**src/rtl/riscv_enc_pkg.sv**
```systemverilog
// riscv_enc_pkg: shared types, opcode map and encode helpers
// for the streaming RISC-V IMF instruction encoder.
package riscv_enc_pkg;

  typedef enum logic [2:0] {
    FMT_R    = 3'd0,
    FMT_I    = 3'd1,
    FMT_S    = 3'd2,
    FMT_B    = 3'd3,
    FMT_U    = 3'd4,
    FMT_J    = 3'd5,
    FMT_R4   = 3'd6,
    FMT_RSVD = 3'd7
  } fmt_e;

  localparam logic [6:0] OPC_LOAD     = 7'h03;
  localparam logic [6:0] OPC_LOAD_FP  = 7'h07;
  localparam logic [6:0] OPC_MISC_MEM = 7'h0F;
  localparam logic [6:0] OPC_OP_IMM   = 7'h13;
  localparam logic [6:0] OPC_AUIPC    = 7'h17;
  localparam logic [6:0] OPC_STORE    = 7'h23;
  localparam logic [6:0] OPC_STORE_FP = 7'h27;
  localparam logic [6:0] OPC_OP       = 7'h33;
  localparam logic [6:0] OPC_LUI      = 7'h37;
  localparam logic [6:0] OPC_MADD     = 7'h43;
  localparam logic [6:0] OPC_MSUB     = 7'h47;
  localparam logic [6:0] OPC_NMSUB    = 7'h4B;
  localparam logic [6:0] OPC_NMADD    = 7'h4F;
  localparam logic [6:0] OPC_OP_FP    = 7'h53;
  localparam logic [6:0] OPC_BRANCH   = 7'h63;
  localparam logic [6:0] OPC_JALR     = 7'h67;
  localparam logic [6:0] OPC_JAL      = 7'h6F;
  localparam logic [6:0] OPC_SYSTEM   = 7'h73;

  typedef struct packed {
    fmt_e        fmt;
    logic [6:0]  opcode;
    logic [4:0]  rd;
    logic [4:0]  rs1;
    logic [4:0]  rs2;
    logic [4:0]  rs3;
    logic [2:0]  funct3;
    logic [6:0]  funct7;
    logic [31:0] imm;
  } enc_req_t;

  // Pack one request into a 32-bit word; reserved format yields 0.
  function automatic logic [31:0] encode(enc_req_t r);
    logic [31:0] w;
    logic [31:0] i;
    w = '0;
    i = r.imm;
    unique case (r.fmt)
      FMT_R:
        w = {r.funct7, r.rs2, r.rs1, r.funct3,
             r.rd, r.opcode};
      FMT_I:
        w = {i[11:0], r.rs1, r.funct3,
             r.rd, r.opcode};
      FMT_S:
        w = {i[11:5], r.rs2, r.rs1, r.funct3,
             i[4:0], r.opcode};
      FMT_B:
        w = {i[12], i[10:5], r.rs2, r.rs1,
             r.funct3, i[4:1], i[11], r.opcode};
      FMT_U:
        w = {i[31:12], r.rd, r.opcode};
      FMT_J:
        w = {i[20], i[10:1], i[11], i[19:12],
             r.rd, r.opcode};
      FMT_R4:
        w = {r.rs3, r.funct7[1:0], r.rs2, r.rs1,
             r.funct3, r.rd, r.opcode};
      default:
        w = '0;
    endcase
    return w;
  endfunction

  // True when the immediate fits the encoded field exactly.
  function automatic logic imm_ok(enc_req_t r);
    logic signed [31:0] s;
    logic ok;
    s  = r.imm;
    ok = 1'b1;
    unique case (r.fmt)
      FMT_I, FMT_S:
        ok = (s >= -32'sd2048) && (s <= 32'sd2047);
      FMT_B:
        ok = (s >= -32'sd4096) && (s <= 32'sd4094)
             && !r.imm[0];
      FMT_J:
        ok = (s >= -32'sd1048576)
             && (s <= 32'sd1048574) && !r.imm[0];
      FMT_U:
        ok = (r.imm[11:0] == 12'd0);
      default:
        ok = 1'b1;
    endcase
    return ok;
  endfunction

endpackage

```
**src/rtl/riscv_enc_fifo2.sv**
```systemverilog
// riscv_enc_fifo2: two-entry in-order FIFO with registered
// count; head is always entry 0, push and pop may coincide.
module riscv_enc_fifo2
  import riscv_enc_pkg::*;
#(
  parameter int W = 44
) (
  input  logic         clk_i,
  input  logic         rst_ni,
  input  logic         push_i,
  input  logic [W-1:0] data_i,
  input  logic         pop_i,
  output logic [W-1:0] data_o,
  output logic [1:0]   count_o
);

  logic [W-1:0] mem0_q, mem0_d;
  logic [W-1:0] mem1_q, mem1_d;
  logic [1:0]   count_q, count_d;
  logic         pop_eff;
  logic         push_eff;
  logic [1:0]   left;

  assign pop_eff  = pop_i && (count_q != 2'd0);
  assign left     = count_q - {1'b0, pop_eff};
  assign push_eff = push_i && (left != 2'd2);

  // Shift on pop, then write the push into the first free slot.
  always_comb begin
    mem0_d  = mem0_q;
    mem1_d  = mem1_q;
    count_d = left;
    if (pop_eff) begin
      mem0_d = mem1_q;
    end
    if (push_eff) begin
      if (left == 2'd0) begin
        mem0_d = data_i;
      end else begin
        mem1_d = data_i;
      end
      count_d = left + 2'd1;
    end
  end

  // Storage and occupancy registers.
  always_ff @(posedge clk_i or negedge rst_ni) begin
    if (!rst_ni) begin
      mem0_q  <= '0;
      mem1_q  <= '0;
      count_q <= 2'd0;
    end else begin
      mem0_q  <= mem0_d;
      mem1_q  <= mem1_d;
      count_q <= count_d;
    end
  end

  assign data_o  = mem0_q;
  assign count_o = count_q;

endmodule

```
**src/rtl/riscv_insn_encoder.sv**
```systemverilog
// riscv_insn_encoder: field requests -> tagged 32-bit words.
// Optional RISCV_ENC_IMM_CHECK_EN drops out-of-range immediates.
module riscv_insn_encoder
  import riscv_enc_pkg::*;
#(
  parameter int ADDR_WIDTH = 12
) (
  input  logic                  clock,
  input  logic                  reset_n,
  input  logic                  in_valid,
  output logic                  in_ready,
  input  logic [2:0]            in_fmt,
  input  logic [6:0]            in_opcode,
  input  logic [4:0]            in_rd,
  input  logic [4:0]            in_rs1,
  input  logic [4:0]            in_rs2,
  input  logic [4:0]            in_rs3,
  input  logic [2:0]            in_funct3,
  input  logic [6:0]            in_funct7,
  input  logic [31:0]           in_imm,
  input  logic                  addr_load,
  input  logic [ADDR_WIDTH-1:0] addr_load_value,
  output logic                  out_valid,
  input  logic                  out_ready,
  output logic [31:0]           out_insn,
  output logic [ADDR_WIDTH-1:0] out_addr,
  output logic [1:0]            err,
  input  logic                  err_clear
);

  localparam int PW = ADDR_WIDTH + 32;

  enc_req_t              req;
  logic                  accept;
  logic                  rsvd;
  logic                  imm_bad;
  logic                  push;
  logic                  pop;
  logic [ADDR_WIDTH-1:0] tag;
  logic [ADDR_WIDTH-1:0] cnt_q, cnt_d;
  logic [1:0]            err_q, err_d;
  logic [1:0]            count;
  logic [PW-1:0]         head;
  logic [PW-1:0]         entry;

  assign req = '{
    fmt:    fmt_e'(in_fmt),
    opcode: in_opcode,
    rd:     in_rd,
    rs1:    in_rs1,
    rs2:    in_rs2,
    rs3:    in_rs3,
    funct3: in_funct3,
    funct7: in_funct7,
    imm:    in_imm
  };

  assign in_ready = reset_n && (count != 2'd2);
  assign accept   = in_valid && in_ready;
  assign rsvd     = (req.fmt == FMT_RSVD);

`ifdef RISCV_ENC_IMM_CHECK_EN
  assign imm_bad = !rsvd && !imm_ok(req);
`else
  assign imm_bad = 1'b0;
`endif

  assign push  = accept && !rsvd && !imm_bad;
  assign pop   = out_valid && out_ready;
  assign tag   = addr_load ? addr_load_value : cnt_q;
  assign entry = {tag, encode(req)};

  // Counter follows a load, and advances only past a pushed word.
  always_comb begin
    cnt_d = tag;
    if (push) begin
      cnt_d = tag + ADDR_WIDTH'(1);
    end
  end

  // Sticky errors; a fresh error overrides a same-cycle clear.
  always_comb begin
    err_d = err_clear ? 2'b00 : err_q;
    if (accept && rsvd) begin
      err_d[0] = 1'b1;
    end
    if (accept && imm_bad) begin
      err_d[1] = 1'b1;
    end
  end

  // Address counter and error flags.
  always_ff @(posedge clock or negedge reset_n) begin
    if (!reset_n) begin
      cnt_q <= '0;
      err_q <= 2'b00;
    end else begin
      cnt_q <= cnt_d;
      err_q <= err_d;
    end
  end

  riscv_enc_fifo2 #(
    .W (PW)
  ) u_fifo (
    .clk_i   (clock),
    .rst_ni  (reset_n),
    .push_i  (push),
    .data_i  (entry),
    .pop_i   (pop),
    .data_o  (head),
    .count_o (count)
  );

  assign out_valid = (count != 2'd0);
  assign out_insn  = head[31:0];
  assign out_addr  = head[PW-1:32];
  assign err       = err_q;

endmodule

```
**config.mk**
```make
export PLATFORM = sky130hd
export DESIGN_NAME = riscv_insn_encoder
export DESIGN_NICKNAME = d
export VERILOG_FILES = /design/src/rtl/riscv_enc_pkg.sv /design/src/rtl/riscv_enc_fifo2.sv /design/src/rtl/riscv_insn_encoder.sv
export SDC_FILE = /design/constraint.sdc
export NUM_CORES = 1
export LEC_CHECK = 0
export CORE_ASPECT_RATIO = 0.8
export CORE_MARGIN = 10
export CORE_UTILIZATION = 40
export CTS_BUF_LIST = sky130_fd_sc_hd__clkbuf_8
export DETAILED_ROUTE_END_ITERATION = 12
export GPL_TIMING_DRIVEN = 0
export HOLD_SLACK_MARGIN = 0.15
export PLACE_DENSITY = 0.65
export SYNTH_ARGS = -nofsm -noshare
export SYNTH_HDL_FRONTEND = slang
export SYNTH_HIERARCHICAL = 1
export SYNTH_SLANG_ARGS = --single-unit
```
**constraint.sdc**
```tcl
create_clock -name clock -period 5.2 [get_ports clock]
set_input_delay 1.3 -clock clock [delete_from_list [all_inputs] [get_ports clock]]
set_output_delay 1.3 -clock clock [all_outputs]
set_load 0.05 [all_outputs]
```
==> results of run 1 <==
cells in the mapped netlist (all sizes together), types with 13 or more instances:
library cell    n
clkbuf         13
nand2b         51
a211oi         47
o21ai          14
buf            55
nor3           45
a31oi          44
o22ai          52
nor2           50
dfrtp         103
nand2         103
mux2i          53
cell usage in the layout, fill, tap and decap left out, types with 3 or more instances in the layout:
master	synthesis	layout
clkdlybuf4s50_1	0	132
nand2_1	103	103
dfrtp_1	103	103
o22ai_1	52	52
mux2i_1	52	52
nand2b_1	50	50
nor2_1	50	50
nor3_1	45	45
a31oi_1	44	44
buf_2	34	34
a211oi_1	30	30
a211oi_2	17	17
clkbuf_1	13	13
a22o_1	12	12
o21ai_0	11	11
mux2_2	11	11
and2_1	10	10
a21oi_1	9	9
xnor2_1	9	9
clkbuf_8	0	9
inv_1	6	8
buf_6	8	8
nand3_1	7	7
a22oi_1	6	6
buf_12	6	6
buf_4	5	6
o221ai_1	4	4
nand4_1	4	4
or2_2	3	3
nor2b_1	3	3
final cells by class:
| type | count | area, sq um |
|---|---|---|
| inverters | 8 | 30.0 |
| repair buffers | 134 | 1360 |
| multi-input cells | 554 | 3530 |
| fillers | 1520 | 7590 |
| well taps | 215 | 269 |
| plain buffers | 68 | 474 |
| clock inverters | 6 | 55.1 |
| flip-flops and latches | 103 | 2580 |
| clock buffers | 9 | 124 |
power groups by stage:
stage | sequential (W) | combinational (W) | clock (W)
floorplan | 0.00201 | 0.00153 | 0
global placement | 0.00145 | 0.00295 | 0
detailed placement | 0.00145 | 0.00300 | 0
CTS | 0.00144 | 0.00301 | 0.000514
global route | 0.00150 | 0.00321 | 0.000549
finish | 0.00144 | 0.00301 | 0.000503
worst min-delay path, cell delays in order, from the launching register on:
cell and delay, ns:
dfrtp_1 0.39, inv_1 0.06, o22ai_1 0.07
cell families (layout without fill, tap and decap cells):
family	after synthesis	in the layout	synth area share, %
adder cells (fa/ha/maj)	1	1	0.189
flip-flops	103	103	39.0
AO/OA/AOI/OAI	194	194	21.3
buffers and inverters	76	225	7.63
XOR/XNOR	10	10	1.33
other	1	1	0.0567
multiplexers	65	65	10.1
AND/OR/NAND/NOR	283	283	20.3
metal layers:
layer	GRT usage [%]	up-vias	part of all wire (%)
li1	-	2955	-
met1	25.6	2914	47
met2	27.0	225	43
met3	7.32	12	10
met4	2.87	0	0.58
met5	0	-	0
sequential cells by signal, indices dropped and copies added, names as in the netlist:
signal / cells
u_fifo/data_o: 44
u_fifo/mem1_q: 44
u_fifo/count_o: 2
cnt_q: 12
err: 1
metrics by stage:
step / hold slack (ns) / total power, W
floorplan: 0.516 / 0.00354
global placement: 0.518 / 0.00440
detailed placement: 0.538 / 0.00445
CTS: 0.554 / 0.00496
global route: 0.568 / 0.00526
finish: 0.541 / 0.00495
worst max path at each step:
stage,endpoint,slack [ns]
floorplan,in_ready,2.18
detailed placement,in_ready,0.64
global route,in_ready,0.54
CTS,in_ready,0.63
global placement,in_ready,-2.78
finish,in_ready,0.68
==> run_results.csv, run 1 <==
group,metric,value,unit
run_status,status,"completed",
sta,setup_viol,0,
global_route,overflow,0,
critical_path,reg2reg_slack,2.83,ns
logic_synthesis,synth-seq-cells,103,
global_route,grt_usage,18.5,%
critical_path,crit_fanout,56,
clocking,ctsHtreeMaxLevel,3,
critical_path,crit_type,"input pin to output port",
critical_path,critPathMaxStageDelay,0.80,ns
clocking,clk_latency,0.39,ns
clocking,numCtsBuffers,9,
clocking,root_buffer,"clkbuf_8",
floorplan,die_y,135,microns
sta,hold_viol,0,
clocking,clock-sinks,103,
finish,area_delta_synth_final,27.3,%
clocking,post-cts-setup-buffers,0,
global_route,grt_pass1_wl,33.0,mm
power_and_ir_drop,switching_share,48.9,%
logic_synthesis,synth-edff-count,0,
critical_path,path_buf_inv,3,
finish,fin_nets,969,
hold_path,worstHoldEndpoint,"err[0]$_DFFE_PN0P_",
finish,final_cells,1097,
hold_path,holdCritPathClass,"flop to flop",
hold_path,hold_depth,2,
job,drv_cap,0,
place,port_buffers,133,
power_and_ir_drop,combinationalPowerShare,60.7,%
detailed_routing,drc_errors,0,
critical_path,cp-startpoint,"reset_n",
critical_path,critPathLaunchType,"input pin",
place,placed_cell_area,8230,sq um
detailed_routing,viasPerCell,5.57,
floorplan,start_util,41.3,%
logic_synthesis,postSynthCellCount,733,
logic_synthesis,postSynthAreaPerCell,9.02,sq um
critical_path,arrival,3.22,ns
sta,fin_setup_tns,0,ns
logic_synthesis,async_flop_share,100,%
power_and_ir_drop,p_leak,3.27,nW
detailed_routing,wl,21.1,mm
floorplan,die_w,164,microns
sta,slew_viol_final,0,
clocking,clock_path_buffers,2,
logic_synthesis,yosysUniqueCellTypes,50,
finish,num_antenna_cells,0,
place,hpwl,15.3,mm
sta,tightest_slew,0.693,ns
floorplan,io_pins,138,
logic_synthesis,syn_area,6610,sq um
critical_path,r2r-end,"u_fifo/mem1_q[32]$_DFFE_PN0P_",
critical_path,crit_chain,"buf_4 -> buf_16 -> and2_1 -> clkdlybuf4s50_1",
floorplan,die_area,22100,sq um
clocking,cts.clk_slew.worst_paths,0.10,ns
power_and_ir_drop,switching_power,0.00242,W
clocking,post_cts_resize_count,0,
global_route,grt_max_degree,57,
detailed_routing,vias,6106,
critical_path,required,3.90,ns
finish,fin_util,52.6,%
logic_synthesis,synth_ff_type,"dfrtp_1",
logic_synthesis,synth_area_leaders,"dfrtp_1 (39%), mux2i_1 (7.9%), nand2_1 (5.9%), o22ai_1 (4.9%), nand2b_1 (4.7%)",
sta,rsz0062_at_grt,"no",
finish,drive_gt1_share,12.1,%
critical_path,cpMaxStageDelayCell,"clkdlybuf4s50_1",
floorplan,rows,41,
power_and_ir_drop,internal-power,0.00253,W
power_and_ir_drop,power_frac_clock,10.2,%
clocking,cts_tree,"built",
finish,finalInstanceArea,8410,sq um
power_and_ir_drop,cellPowerDensity,588,nW/um^2
sta,setup_ws,0.678,ns
detailed_routing,postRouteAntennaNets,0,
logic_synthesis,synth_warnings,6,
power_and_ir_drop,ir_drop,0.301,mV
global_route,grt_pass1_vias,5947,
power_and_ir_drop,p_seq_share,29.1,%
sta,fin_crit,4.52,ns
critical_path,crit_cells,4,
floorplan,coreArea,16000,sq um
sta,max-slew-margin-rel,53.8,%
sta,max_freq,221,MHz
hold_path,hp-start,"err[0]$_DFFE_PN0P_",
critical_path,crit_path_end_kind,"output port",
place,dp_slack,0.637,ns
global_route,antenna_found_initial,0,
detailed_routing,wl_per_cell,19.2,microns
logic_synthesis,synth_nets,824,
critical_path,cpLargestDelayFamily,"buffers and inverters",
critical_path,r2r_start,"u_fifo/count_o[0]$_DFF_PN0_",
place,dp_cells,1082,
clocking,ctsHoldBuffers,0,
place,gp_congestion,0.869,
logic_synthesis,synth_top_area_share,39.0,%
critical_path,reg2reg_depth,9,
sta,finClkSkew,0.0127,ns
detailed_routing,first_pass_iters,5,
logic_synthesis,yosys.area.top_type,"dfrtp_1",
sta,fin_crit_sh,87.0,%
logic_synthesis,seq_area_frac_synth,39.0,%
detailed_routing,drt_iter0_drc,514,
No activity file was read; power rests on OpenSTA's default activity.
==> run 2, diff against run 1 <==
CORE_ASPECT_RATIO = 1.1   (was 0.8)
GPL_TIMING_DRIVEN = 1   (was 0)
==> run 2 against run 1 <==
Effect of this change: routed wire length down 3.7%; count of clock-buffer cells in the layout unchanged; largest cell class unchanged; sequential share of layout area up 1.2 points; die area down 0.12%; final cell count down 5.7%; utilization down 3.0 points; non-clock buffer count down 53; flip-flop and latch count unchanged; sequential power about the same; final area down 3.9%; clock skew down 0.0014 ns; critical path depth up 3.
==> run_results.csv, run 2 (synthesized netlist as in run 1, its figures left out) <==
group,metric,value,unit
clocking,clock_path_buffers,2,
detailed_routing,drt_iter0_drc,530,
detailed_routing,wl_per_cell,19.6,microns
clocking,numCtsBuffers,9,
sta,hold_viol,0,
clocking,post_cts_resize_count,0,
floorplan,io_pins,138,
critical_path,cpLargestDelayFamily,"simple AND/OR/NAND/NOR gates",
global_route,overflow,0,
critical_path,cpMaxStageDelayCell,"nand2b_2",
finish,final_cells,1034,
critical_path,crit_fanout,44,
critical_path,reg2reg_slack,2.06,ns
sta,tightest_slew,1.07,ns
place,gp_congestion,0.784,
critical_path,path_common_cell,"nand2b_2",
sta,fin_crit_sh,71.7,%
clocking,clock-sinks,103,
clocking,cts.clk_slew.worst_paths,0.10,ns
global_route,grt_usage,17.9,%
place,hpwl,13.0,mm
global_route,grt_max_degree,97,
detailed_routing,postRouteAntennaNets,0,
critical_path,crit_path_end_kind,"flop",
power_and_ir_drop,cellPowerDensity,597,nW/um^2
clocking,ctsHoldBuffers,0,
detailed_routing,first_pass_iters,6,
floorplan,die_area,22100,sq um
finish,drive_gt1_share,8.92,%
finish,n_fill_cell,1566,
clocking,root_buffer,"clkbuf_8",
floorplan,start_util,40.5,%
critical_path,r2r_start,"u_fifo/count_o[0]$_DFF_PN0_",
finish,seq_area,2580,sq um
job,drv_cap,0,
critical_path,reg2reg_depth,6,
finish,area_delta_synth_final,22.3,%
detailed_routing,viasPerCell,5.82,
clocking,ctsHtreeMaxLevel,3,
sta,max-slew-margin-rel,28.4,%
sta,rsz0062_at_grt,"no",
sta,finClkSkew,0.0113,ns
sta,slew_viol_final,0,
critical_path,crit_chain,"clkdlybuf4s50_1 -> buf_4 -> nand3_1 -> and3b_4 -> nand2b_2 -> nand2b_2 -> a31oi_1",
global_route,antenna_found_initial,0,
floorplan,die_w,143,microns
critical_path,crit_cells,7,
finish,layout_common_cells,"clkdlybuf4s50_1 (135), nand2_1 (103), dfrtp_1 (103)",
place,dp_cells,1018,
critical_path,critPathCapture,"u_fifo/data_o[21]$_DFF_PN0_",
critical_path,crit_type,"input pin to flop",
global_route,grt_pass1_vias,5853,
critical_path,path_buf_inv,2,
detailed_routing,wl,20.3,mm
critical_path,required,5.40,ns
hold_path,holdCritPathClass,"flop to flop",
detailed_routing,drc_errors,0,
floorplan,die_y,155,microns
finish,num_antenna_cells,0,
clocking,cts_tree,"built",
finish,fin_nets,916,
power_and_ir_drop,ir_drop,0.342,mV
floorplan,coreArea,16300,sq um
floorplan,rows,49,
critical_path,r2r-end,"u_fifo/mem1_q[21]$_DFFE_PN0P_",
sta,fin_setup_tns,0,ns
critical_path,cp-startpoint,"in_fmt[1]",
clocking,post-cts-setup-buffers,0,
critical_path,critPathMaxStageDelay,0.82,ns
power_and_ir_drop,power,0.00483,W
sta,fin_crit,3.73,ns
finish,final_common_cell,"clkdlybuf4s50_1",
critical_path,critPathLaunchType,"input pin",
critical_path,arrival,3.93,ns
sta,setup_viol,0,
run_status,status,"completed",
detailed_routing,vias,6019,
global_route,grt_pass1_wl,32.1,mm
place,port_buffers,136,
sta,max_freq,268,MHz
finish,multi_input_area,3550,sq um
power_and_ir_drop,p_leak,3.08,nW
clocking,clk_latency,0.38,ns
-- run 2: worst reg2reg max path, stage by stage (launching register included) --
cell      delay [ns]
dfrtp_1         0.64
or2_2           0.21
and2_2          0.49
buf_4           0.36
or2_2           0.87
o22ai_1         0.21
a211oi_1        0.27
-- run 2: cell type report --
cell class	count	share of cell area, %
multi-input combinational	554	44.0
sequential	103	31.9
timing repair buffer	149	18.0
tap	204	3.16
clock buffer	9	1.53
clock inverter	7	1.08
inverter	8	0.371
-- run 2: how the worst min path moves through the flow --
| stage | startpoint | to | cells past startpoint |
|---|---|---|---|
| after floorplan | u_fifo/mem1_q[42]$_DFFE_PN0P_ | u_fifo/mem1_q[42]$_DFFE_PN0P_ | 2 |
| after global placement | err[0]$_DFFE_PN0P_ | err[0]$_DFFE_PN0P_ | 2 |
| after detailed placement | err[0]$_DFFE_PN0P_ | err[0]$_DFFE_PN0P_ | 2 |
| after CTS | err[0]$_DFFE_PN0P_ | err[0]$_DFFE_PN0P_ | 2 |
| after global routing | err[0]$_DFFE_PN0P_ | err[0]$_DFFE_PN0P_ | 2 |
| final | err[0]$_DFFE_PN0P_ | err[0]$_DFFE_PN0P_ | 2 |
-- run 2: metal layers --
layer  vias to the layer above  track usage [%]  wire length, microns
met5                         -                0                     0
met4                         0             6.49                   468
met3                        35             4.32                  1440
met2                       234             28.1                  9280
met1                      2910             23.5                  9100
li1                       2840                -                     -
-- run 2: per-stage QoR --
step	instance area [sq um]	hold WS, ns	setup WS, ns	util (%)
after detailed placement	7870	0.531	1.06	48.3
after CTS	8080	0.546	1.48	49.6
final	8080	0.544	1.47	49.6
after global routing	8080	0.569	1.25	49.6
after floorplan	6610	0.516	2.18	-
after global placement	7870	0.525	1.11	48.3
-- run 2: power by group --
| group | switching (W) | internal (W) |
|---|---|---|
| Clock | 0.000293 | 0.000269 |
| Combinational | 0.00179 | 0.00101 |
| Sequential | 0.000301 | 0.00116 |
| Total | 0.00238 | 0.00244 |
==> run 3, diff against run 2 <==
clock period = 3.55 ns   (was 5.2 ns; I/O delays follow)
==> run 3 against run 2 <==
Effect of this change: final cell count rose by 0.77%; combinational power rose by 48%; global-route usage barely moved; total power rose by 49%; sequential power rose by 47%.
==> run_results.csv, run 3 (synthesized netlist as in run 1, its figures left out) <==
group,metric,value,unit
floorplan,io_pins,138,
detailed_routing,vias,5912,
sta,setup_ws,0.626,ns
clocking,clk_latency,0.37,ns
critical_path,critPathMaxStageDelay,0.81,ns
critical_path,crit_path_end_kind,"output port",
finish,area_delta_synth_final,24.6,%
detailed_routing,postRouteAntennaNets,0,
finish,fin_util,50.5,%
clocking,cts.clk_slew.worst_paths,0.10,ns
clocking,ctsHoldBuffers,0,
sta,slew_viol_final,0,
finish,drive_gt1_share,9.90,%
finish,final_cells,1042,
global_route,grt_pass1_vias,6061,
sta,rsz0062_at_grt,"no",
detailed_routing,wl,19.9,mm
floorplan,die_w,143,microns
power_and_ir_drop,ir_drop,0.384,mV
clocking,post-cts-setup-buffers,0,
sta,hold_viol,0,
power_and_ir_drop,cellPowerDensity,873,nW/um^2
sta,finClkSkew,0.00991,ns
place,hpwl,13.6,mm
job,drv_cap,0,
finish,fin_nets,924,
clocking,numCtsBuffers,9,
global_route,use_met3,4.35,%
critical_path,crit_chain,"or2_2 -> clkdlybuf4s50_1",
clocking,cts_tree,"built",
clocking,post_cts_resize_count,0,
global_route,overflow,0,
clocking,ctsHtreeMaxLevel,3,
place,dp_cells,1026,
global_route,globalRouteMet1Util,23.5,%
sta,max-slew-margin-rel,33.3,%
detailed_routing,drt_iter0_drc,562,
critical_path,crit_fanout,12,
place,port_buffers,136,
global_route,grt_usage,17.9,%
sta,max_freq,342,MHz
global_route,top_usage_layer,"met2",
place,gp_congestion,0.813,
detailed_routing,viasPerCell,5.67,
clocking,clock-sinks,103,
sta,tightest_slew,1.00,ns
global_route,grtUsageMet2,27.6,%
detailed_routing,first_pass_iters,5,
run_status,status,"completed",
hold_path,holdCritPathClass,"flop to flop",
floorplan,rows,49,
finish,layout_common_cells,"clkdlybuf4s50_1 (134), nand2_1 (103), dfrtp_1 (103)",
critical_path,crit_type,"flop to output port",
global_route,grt_max_degree,76,
detailed_routing,wl_per_cell,19.1,microns
clocking,clock_path_buffers,2,
floorplan,die_area,22100,sq um
finish,final_common_cell,"clkdlybuf4s50_1",
global_route,antenna_found_initial,0,
floorplan,die_y,155,microns
floorplan,start_util,40.5,%
sta,fin_crit_sh,82.4,%
critical_path,arrival,2.04,ns
clocking,root_buffer,"clkbuf_8",
finish,num_antenna_cells,0,
critical_path,required,2.66,ns
critical_path,critPathLaunchType,"flop",
sta,fin_setup_tns,0,ns
sta,setup_viol,0,
place,dp_slack,0.472,ns
critical_path,cpMaxStageDelayCell,"clkdlybuf4s50_1",
power_and_ir_drop,p_leak,3.15,nW
global_route,grt_pass1_wl,32.2,mm
detailed_routing,drc_errors,0,
floorplan,coreArea,16300,sq um
sta,fin_crit,2.92,ns
## run 3: cell types whose count changed in the layout (fill, tap and decap cells not counted)
cell             change
buf_12               +5
clkdlybuf4s50_1      -1
buf_4                +4
clkbuf_8             +4
clkinv_2             -3
inv_6                -1
## run 3: path summary, 6_finish.rpt
check,startpoint,endpoint,slack [ns],depth (start not counted)
worst min-delay path,u_fifo/data_o[6]$_DFF_PN0_,u_fifo/data_o[6]$_DFF_PN0_,0.55,2
worst min register to register,u_fifo/data_o[6]$_DFF_PN0_,u_fifo/data_o[6]$_DFF_PN0_,0.55,2
min in group asynchronous,reset_n,u_fifo/mem1_q[34]$_DFFE_PN0P_,0.58,2
max in group asynchronous,reset_n,u_fifo/mem1_q[5]$_DFFE_PN0P_,2.07,2
worst max register to register,u_fifo/count_o[0]$_DFF_PN0_,u_fifo/mem1_q[0]$_DFFE_PN0P_,0.99,7
worst max-delay path,u_fifo/count_o[0]$_DFF_PN0_,out_valid,0.63,2
## run 3: cell type report
class,count,area [sq um]
fillers,1560,8070
multi-input cells,554,3550
flip-flops and latches,103,2580
repair buffers,157,1580
well taps,204,255
clock buffers,13,179
clock inverters,3,63.8
inverters,8,30.0
## run 3: worst max-delay path, delay by kind of cell, from the launching register on
| family | cells | cell delay, ns |
|---|---|---|
| flops | 1 | 0.64 |
| simple gates | 1 | 0.21 |
| buf+inv | 1 | 0.81 |
## run 3: metrics by stage
stage / power (W) / cell area (sq um) / hold WS, ns
after floorplan: 0.00518 / 6610 / 0.516
after global routing: 0.00765 / 8240 / 0.573
final: 0.00719 / 8240 / 0.549
after global placement: 0.00627 / 7990 / 0.520
after detailed placement: 0.00633 / 7990 / 0.535
after CTS: 0.00722 / 8240 / 0.553
## run 3: layer usage
metal / wire [microns] / share of wire [%] / up-vias
met4: 485 / 2.4 / 0
met3: 1400 / 7.0 / 33
met2: 9080 / 46 / 189
met1: 8950 / 45 / 2836
met5: 0 / 0 / -
li1: - / - / 2854
## run 3: where the power goes
group	switching (W)	internal (W)	total, W
Sequential	0.000448	0.00170	0.00215
Clock	0.000415	0.000473	0.000888
Combinational	0.00260	0.00155	0.00415
Total	0.00347	0.00372	0.00719
